==> config.mk <==
export PLATFORM = sky130hd
export DESIGN_NAME = bus_wrr_arbiter
export DESIGN_NICKNAME = d
export VERILOG_FILES = /design/src/rtl/bus_wrr_arbiter.sv
export SDC_FILE = /design/constraint.sdc
export NUM_CORES = 1
export LEC_CHECK = 0
export ABC_AREA = 1
export CORE_AREA = 8 8 53 55
export DETAILED_ROUTE_END_ITERATION = 8
export DIE_AREA = 0 0 61 63
export PLACE_DENSITY = 0.81
export SYNTH_ARGS = -nofsm -noshare
export SYNTH_HDL_FRONTEND = slang
export SYNTH_SLANG_ARGS = --single-unit
export TNS_END_PERCENT = 1
==> constraint.sdc <==
create_clock -name i_clk -period 5.3 [get_ports i_clk]
set_input_delay 1.06 -clock i_clk [delete_from_list [all_inputs] [get_ports i_clk]]
set_output_delay 1.06 -clock i_clk [all_outputs]
set_load 0.05 [all_outputs]
==> src/rtl/bus_wrr_arbiter.sv <==
// Weighted round-robin arbiter: one-cycle one-hot grant, then holds until the
// granted transfer signals i_done. Per-requester credits allow weighted bursts.
module bus_wrr_arbiter #(
    parameter int N            = 2,
    parameter int WEIGHT_WIDTH = 4
) (
    input  logic                      i_clk,
    input  logic                      i_rst,
    input  logic [N-1:0]              i_request,
    input  logic [N*WEIGHT_WIDTH-1:0] i_weight,
    input  logic                      i_done,
    output logic [N-1:0]              o_grant,
    output logic                      o_busy
);

    localparam int PW = $clog2(N);
    localparam logic [WEIGHT_WIDTH-1:0] CREDIT_ONE = WEIGHT_WIDTH'(1);

    typedef enum logic [1:0] {
        IDLE,
        GRANT,
        BUSY
    } state_t;

    state_t                  state_q, state_d;
    logic [PW-1:0]           ptr_q, ptr_d;
    logic [N-1:0]            grant_q, grant_d;
    logic [WEIGHT_WIDTH-1:0] credit_q   [N];
    logic [WEIGHT_WIDTH-1:0] credit_d   [N];
    logic [WEIGHT_WIDTH-1:0] weight_i   [N];
    logic [WEIGHT_WIDTH-1:0] eff_credit [N];
    logic [N-1:0]            eligible;
    logic                    reload;
    logic                    found;
    int unsigned             sel;

    always_comb begin
        state_d  = state_q;
        ptr_d    = ptr_q;
        grant_d  = '0;
        credit_d = credit_q;
        eligible = '0;
        found    = 1'b0;
        sel      = 0;

        for (int unsigned i = 0; i < N; i++) begin
            weight_i[i] = i_weight[i*WEIGHT_WIDTH +: WEIGHT_WIDTH];
            eligible[i] = i_request[i] && (credit_q[i] != '0);
        end

        // Reload when no requester can be served from its remaining credit.
        reload = (eligible == '0) && (|i_request);

        for (int unsigned i = 0; i < N; i++) begin
            if (reload) begin
                eff_credit[i] = (weight_i[i] == '0) ? CREDIT_ONE : weight_i[i];
            end else begin
                eff_credit[i] = credit_q[i];
            end
        end

        for (int unsigned off = 0; off < N; off++) begin
            for (int unsigned i = 0; i < N; i++) begin
                if (!found && (i == (32'(ptr_q) + off) % N) &&
                    i_request[i] && (eff_credit[i] != '0)) begin
                    found = 1'b1;
                    sel   = i;
                end
            end
        end

        case (state_q)
            IDLE: begin
                if (found) begin
                    state_d = GRANT;
                    for (int unsigned i = 0; i < N; i++) begin
                        if (reload) begin
                            credit_d[i] = eff_credit[i];
                        end
                        if (i == sel) begin
                            credit_d[i] = eff_credit[i] - CREDIT_ONE;
                            grant_d[i]  = 1'b1;
                            ptr_d       = (credit_d[i] == '0) ? PW'((i + 1) % N) : PW'(i);
                        end
                    end
                end
            end
            GRANT:   state_d = BUSY;
            BUSY:    if (i_done) state_d = IDLE;
            default: state_d = IDLE;
        endcase
    end

    always_ff @(posedge i_clk) begin
        if (i_rst) begin
            state_q <= IDLE;
            ptr_q   <= '0;
            grant_q <= '0;
            for (int unsigned i = 0; i < N; i++) begin
                credit_q[i] <= '0;
            end
        end else begin
            state_q  <= state_d;
            ptr_q    <= ptr_d;
            grant_q  <= grant_d;
            credit_q <= credit_d;
        end
    end

    assign o_grant = grant_q;
    assign o_busy  = (state_q != IDLE);

endmodule

* Word level (Yosys, flattened, before mapping) *
Cells that the tools add are included.
W data, S select, Z words.

storage, ports and cells
  input bits = 13
  register bits = 13

operators by class
  add/subtract/negate cells = 3
  equal/unequal tests = 5
  mux-type cells = 24
  reduce and logical (&&, ||, !) cells = 40
  bitwise gates (word level) = 2

operators by type and width
  kind                   count
  $logic_not A32 Y1      3
  $mux W32               2
  $eq A1 B32 Y1 const A  1
  $mux W4                8
  $logic_not A4 Y1       4
  $reduce_bool A4 Y1     4
  $logic_and A1 B1 Y1    14
  $mux W1                11
  $reduce_and A3 Y1      3
  $reduce_bool A2 Y1     4
  $sub A4 B1 Y4 const B  2
  $pmux W2 S3            1
  $logic_not A2 Y1       2
  $mux W2                2
  $ne A2 B2 Y1 const B   2
  $logic_not A1 Y1       3
  $reduce_or A3 Y1       1
  $eq A2 B1 Y1 const B   1
  $eq A2 B2 Y1 const B   1
  $not A1 Y1             2
  $reduce_and A2 Y1      1
  $reduce_or A2 Y1       1
  $add A1 B1 Y1 const B  1

* Logic depth before layout (Yosys ltp) *
Gate-level depths: netlist (run 1).

  depth in word-level cells = 26
  gate-level depth with buffers = 18

* Worst setup path before layout (run 1) *
Ideal clock, no wire load.

  path type = in2reg
  from = input i_request[1]
  to = register credit_q[6] in the netlist's numbering
  arrival = 2660 ps
  required time = 5186 ps
  stages = 15
  buffers on the path = 1
  path slack = 2527 ps
  cells stage by stage = inv_1 nand2_2 nand3_2 buf_2 o21ai_1 ha_1 nand3_1 nor2_1 nor2_1 nor2_4 nand2_2 nand2_4 nand2_1 nand2_1 nor2_1

between the ends
  longest elaborated chain between the ends = 25
  elaborated cells between the ends (all ways) = 34
  those cells by class = 1 x add/sub; 11 x mux; 22 x reduce/logical

ends and longest elaborated chain
  what                                 RTL line  text
  start: declaration                   9         input logic [N-1:0] i_request,
  $logic_and A1 B1 Y1                  48        eligible[i] = i_request[i] && (credit_q[i] != '0);
  $logic_not A2 Y1                     52        reload = (eligible == '0) && (|i_request);
  $logic_and A1 B1 Y1                  52
  $mux W4                              55        if (reload) begin
  $reduce_bool A4 Y1                   65        i_request[i] && (eff_credit[i] != '0)) begin
  $logic_and A1 B1 Y1                  65
  $mux W1                              64        if (!found && (i == (32'(ptr_q) + off) % N) &&
  $logic_not A1 Y1                     64
  [8 not listed]                       -
  $mux W1                              64
  $logic_not A1 Y1                     64
  $logic_and A1 B1 Y1 (2 in a row)     64
  $logic_and A1 B1 Y1                  65
  $mux W32                             64
  $logic_not A32 Y1                    80        if (i == sel) begin
  $reduce_bool A2 Y1 (no source line)  -
  $reduce_and A3 Y1 (no source line)   -
  end signal: assignment               106       credit_q <= credit_d;
  end: declaration                     28        logic [WEIGHT_WIDTH-1:0] credit_q [N];

Parallel ways exist; a longest one is shown, timed or not. The select of a mux whose other input is x is not followed.
A chain may end at the register's enable or synchronous reset.

* Worst setup path in the final report (run 1) *
  from = input i_request[1]
  to = register credit_q[3] in the netlist's numbering

between the ends
  longest elaborated chain between the ends = 25
  elaborated cells between the ends (all ways) = 34
  those cells by class = 1 x add/sub; 1 x eq/ne; 11 x mux; 21 x reduce/logical

ends and longest elaborated chain
  what                                 RTL line
  $logic_and A1 B1 Y1                  48
  $logic_not A2 Y1                     52
  $logic_and A1 B1 Y1                  52
  $mux W4                              55
  $reduce_bool A4 Y1                   65
  $logic_and A1 B1 Y1                  65
  $mux W1                              64
  $logic_not A1 Y1                     64
  [8 not listed]                       -
  $mux W1                              64
  $logic_not A1 Y1                     64
  $logic_and A1 B1 Y1 (2 in a row)     64
  $logic_and A1 B1 Y1                  65
  $mux W32                             64
  $eq A1 B32 Y1                        80
  $reduce_bool A2 Y1 (no source line)  -
  $reduce_and A3 Y1 (no source line)   -

Parallel ways exist; a longest one is shown, timed or not. The select of a mux whose other input is x is not followed.

==> results.txt, run 1 <==
run status: completed
r2r setup slk: 2540 ps
Pre-antenna DRT Iters: 4
Synth cell types: 25
via count: 1,114
Crit. End Element: flip-flop
post-place setup slack: 1410 ps
syn avg cell area: 6.04 sq um
DPL Wire Length: 2100 microns
min Tclk post-route: 3660 ps
I/O pins: 16
Power Dens Cells: 717 nW/um^2
Total Wirelength: 2560 microns
Seq/Total Area, Yosys: 23.9%
Starting Density: 52.7%
cells after synthesis: 180
final non-filler cell total: 225
drt wl/cell: 11.4 microns
Max FO, Critical Path: 20
EDFF count, synth: 0
Data arrival, critical path: 3860 ps
first-pass GRT wire length: 4430 microns
drt initial violations: 62
Worst Clk Skew: 0.900 ps
initial antenna violation count: 0
die height: 63 microns
FILL cells: 210
worst reg2reg path depth: 14
Die ar.: 3840 sq um
Async SR Flop Fraction: 0%
via/cell ratio: 4.95
GPL Wtd Cong: 0.948
max-cap viol count: 0
Final setup viols: 0
antenna cells: 0
Tot GR Track Use: 14.2%
kind of critical path: in -> reg
CTS Buf Count: 3
CTS root buf: clkbuf_4
Peak supply drop: 0.000374 V
clock tree sinks: 13
clock tree buffer depth: 2
global route overflow: 0
hold depth: 3
post-CTS sizing: 0
# H-tree levels: 1
clock slew at reported path FFs: 70 ps
Layout Nets: 215
share of cells above drive strength 1: 13.7%
synthesis-to-layout area growth: 18.0%
Hold Vio Cnt, Final: 0
postcts setup bufs: 0
CTS tree: yes
HP Class: reg -> reg
Worst slew margin: 66.2%
FP Rows: 17
PnR worst setup slack: 1640 ps
Placed Area: 1260 sq um
post-synth top area share: 23.9%
clk_lat worst skew: 260 ps
Req. time, crit path: 5500 ps
port bufs: 15
Warnings, synthesis: 0
fin. max-slew vios: 0
Power Total: 919 uW
post-route design area: 1280 sq um
synthesized area: 1090 sq um
Net Count, Synth: 197
Synth area leader: dfxtp_1
commonest non-fill, non-tap cell in the layout: nand2_1
vias in the first global route: 1,054
worst slew pin tran: 505 ps
static leakage: 0.000646 uW
FF+latch count, synth: 13
DRC viols: 0
Fmax achieved: 0.273 GHz
RSZ-0062 raised after global routing: no
hold buffers post-CTS: 0
Core ar.: 2060 sq um
setup tns final: 0 ps
die width: 61 microns
crit start category: input port
post-route antenna net violation count: 0
Main synth FF type: dfxtp_1
pin count of the biggest net entering global routing: 21
commonest non-fill, non-tap cells in the layout: 55 x nand2_1, 30 x nor2_1, 19 x inv_1, 15 x clkdlybuf4s50_1, 13 x dfxtp_1
synth top area cells: dfxtp_1 24%, nand2_1 19%, nor2_1 10%
Placed Cells: 221
Tcrit/Tclk final: 69.0%
worst paths after layout:
check                             end                      from
min           state_q[1]$_SDFFE_PP0P_   state_q[1]$_SDFFE_PP0P_
max reg2reg  credit_q[3]$_SDFFE_PP0P_  credit_q[6]$_SDFFE_PP0P_
max          credit_q[3]$_SDFFE_PP0P_              i_request[1]
min reg2reg   state_q[1]$_SDFFE_PP0P_   state_q[1]$_SDFFE_PP0P_
flip-flops by register name, indices dropped and copies added (netlist names):
signal	count
state_q	2
o_grant	2
ptr_q	1
credit_q	8
power by group:
part           leakage (uW)  switching, uW  internal, uW
Clock             0.0000150           29.3          29.1
Sequential         0.000107           22.9           140
Combinational      0.000523            466           232
Total              0.000646            518           401
Yosys cell counts, types with 2 or more instances:
cell,instances
nand3_2,3
nor3_1,2
o21ai_2,2
nand3_1,9
a21oi_1,2
dfxtp_1,13
inv_1,19
nor2_1,30
o21ai_0,7
nand2_4,2
ha_1,4
nand2_2,12
o21ai_1,3
nand2_1,55
nand4_1,7
routing by layer:
layer / global-route usage (%) / part of all wire, % / routed length, microns / up-vias
li1: - / - / - / 606
met1: 19.1 / 47 / 1220 / 462
met2: 22.0 / 44 / 1140 / 42
met3: 2.26 / 7.0 / 180 / 4
met4: 4.37 / 1.1 / 27 / 0
met5: 0 / 0 / 0 / -
logic make-up (layout without fill, tap and decap cells):
family	count (synthesis)	after routing	share of synthesized area, %
and+or+nand+nor	124	124	53.1
buffers and inverters	22	39	8.40
AOI/OAI and AO/OA	17	17	10.0
DFF	13	13	23.9
adders and majority gates	4	4	4.60
critical path, stage by stage:
cell and delay (ps):
clkdlybuf4s50_1 530, inv_1 100, nand2_2 120, nand3_2 380, o21ai_1 490, ha_1 270, nand3_1 110, nor2_1 100
nor2_1 70, nor2_4 210, nand2_1 120, o21ai_0 110, nor2_1 60, nor2_1 100
layout make-up:
type                            instances  area [sq um]  share of cell area, %
Tap cell                               28          35.0                   2.73
Sequential cell                        13           260                   20.3
Clock buffer                            4          26.3                   2.05
Multi-Input combinational cell        145           736                   57.4
Timing Repair Buffer                   15           150                   11.7
Inverter                               20          75.1                   5.85
per-stage QoR:
stage	utilization, %	hold slack [ps]
final	62.2	529
after floorplan	-	466
after global placement	60.9	490
after global routing	62.2	567
after detailed placement	60.9	513
after CTS	62.2	526
No activity file was read; power rests on OpenSTA's default activity.
==> inputs of run 2 (changes only) <==
CORE_AREA = 8 8 55 57   (was 8 8 53 55)
DIE_AREA = 0 0 63 65   (was 0 0 61 63)
PLACE_DENSITY = 0.75   (was 0.81)
clock period = 3.8 ns   (was 5.3 ns; I/O delays follow)
==> run 2 against run 1 <==
  * Die area grew 6.6%
  * Critical path depth is the same
  * Sequential power grew 40%
  * Largest power group unchanged
  * Critical path type unchanged
  * Critical endpoint is now ptr_q$_SDFFE_PP0P_
  * Flip-flop and latch count is the same
==> results.txt, run 2 (synthesized netlist as in run 1, its figures left out) <==
FP Rows: 17
kind of critical path: in -> reg
area of the multi-input gates: 736 sq um
run status: completed
via count: 1,157
fin. max-slew vios: 0
max reg flops: 8
via/cell ratio: 5.07
Met2 Routed Length: 1130 microns
FILL cells: 206
Layout Nets: 218
HP Class: reg -> reg
met3 wire len: 179 microns
min Tclk post-route: 3310 ps
clock slew at reported path FFs: 70 ps
hold buffers post-CTS: 0
DRC viols: 0
Worst slew margin: 66.1%
post-route design area: 1310 sq um
synthesis-to-layout area growth: 20.0%
Placed Cells: 224
# H-tree levels: 1
initial antenna violation count: 0
share of cells above drive strength 1: 15.0%
CTS Buf Count: 3
commonest non-fill, non-tap cell in the layout: nand2_1
first-pass GRT wire length: 4680 microns
Pre-antenna DRT Iters: 4
Power Dens Cells: 1020 nW/um^2
Final setup viols: 0
Tot GR Track Use: 13.5%
crit start category: input port
Reg with most FFs: credit_q
Req. time, crit path: 4010 ps
Net Switching: 736 uW
Hold Vio Cnt, Final: 0
max-cap viol count: 0
CTS tree: yes
Max FO, Critical Path: 17
Placed Area: 1280 sq um
clock share of power: 6.2%
post-route antenna net violation count: 0
Crit. End Element: flip-flop
antenna cells: 0
drt initial violations: 52
Worst Clk Skew: 0.566 ps
CTS root buf: clkbuf_4
clk_lat worst skew: 270 ps
GPL Wtd Cong: 0.929
pin count of the biggest net entering global routing: 18
Starting Density: 50.6%
post-CTS sizing: 0
Reg power frac: 17.3%
drt wl/cell: 11.8 microns
Gate power share: 76.5%
top layer in use: met4
clock tree sinks: 13
global route overflow: 0
vias in the first global route: 1,080
port bufs: 15
die height: 65 microns
P_int: 589 uW
Core ar.: 2150 sq um
WL met1: 1320 microns
Total Wirelength: 2690 microns
setup tns final: 0 ps
postcts setup bufs: 0
Register Area: 260 sq um
static leakage: 0.000660 uW
die width: 63 microns
Fmax achieved: 0.302 GHz
final non-filler cell total: 228
I/O pins: 16
Sw Share: 55.5%
RSZ-0062 raised after global routing: no
commonest non-fill, non-tap cells in the layout: 55 x nand2_1, 30 x nor2_1, 19 x inv_1, 15 x clkdlybuf4s50_1, 13 x dfxtp_1
Die ar.: 4100 sq um
DPL Wire Length: 2200 microns
Tcrit/Tclk final: 87.2%
Peak supply drop: 0.000552 V
worst slew pin tran: 506 ps
clock tree buffer depth: 2
Data arrival, critical path: 3530 ps
==> run 2: changes by cell type in the layout (fill, tap and decap cells not counted), sizes merged <==
cell  previous run  this run
buf              0         3
==> run 2: worst paths after layout <==
check / startpoint / to / slack [ps] / depth (start not counted)
setup / recovery: i_request[1] / ptr_q$_SDFFE_PP0P_ / 490 / 14
setup reg to reg: credit_q[4]$_SDFFE_PP0P_ / ptr_q$_SDFFE_PP0P_ / 1090 / 14
hold / removal: state_q[0]$_SDFFE_PP0P_ / state_q[1]$_SDFFE_PP0P_ / 510 / 2
hold reg to reg: state_q[0]$_SDFFE_PP0P_ / state_q[1]$_SDFFE_PP0P_ / 510 / 2
==> run 2: power groups by stage <==
stage | Clock (uW) | Sequential (uW) | Combinational, uW
after floorplan | 0 | 240 | 774
final | 82.2 | 229 | 1010
after global routing | 92.7 | 237 | 1150
after global placement | 0 | 229 | 997
after detailed placement | 0 | 231 | 1000
after CTS | 87.3 | 227 | 1010
==> run 2: per-stage QoR <==
step                hold slack (ps)  utilization [%]  total power (uW)  setup WS [ps]
CTS                             520             60.7              1320            517
floorplan                       466                -              1010           1330
global route                    563             60.7              1480            226
global placement                491             59.5              1230            292
detailed placement              504             59.5              1230            244
finish                          514             60.7              1320            487
==> run 2: layout make-up <==
type	count	area share, %
timing repair buffer	18	13.2
sequential	13	19.9
tap	28	2.68
multi-input combinational	145	56.4
inverter	20	5.75
clock buffer	4	2.01
==> run 2: critical path, stage by stage <==
cell             delay [ps]
clkdlybuf4s50_1         550
inv_1                   100
nand2_2                 130
nand3_2                 320
o21ai_1                 440
ha_1                    280
nand3_1                 110
nor2_1                  140
nor2_2                   70
nand2_2                 190
nand3_1                 140
nor2_1                  150
nor2_1                   70
nor2_1                   80
==> run 2: metal layers <==
metal	up-vias	GRT usage, %
met2	30	20.5
li1	615	-
met5	-	0
met1	505	17.3
met3	7	2.75
met4	0	7.69
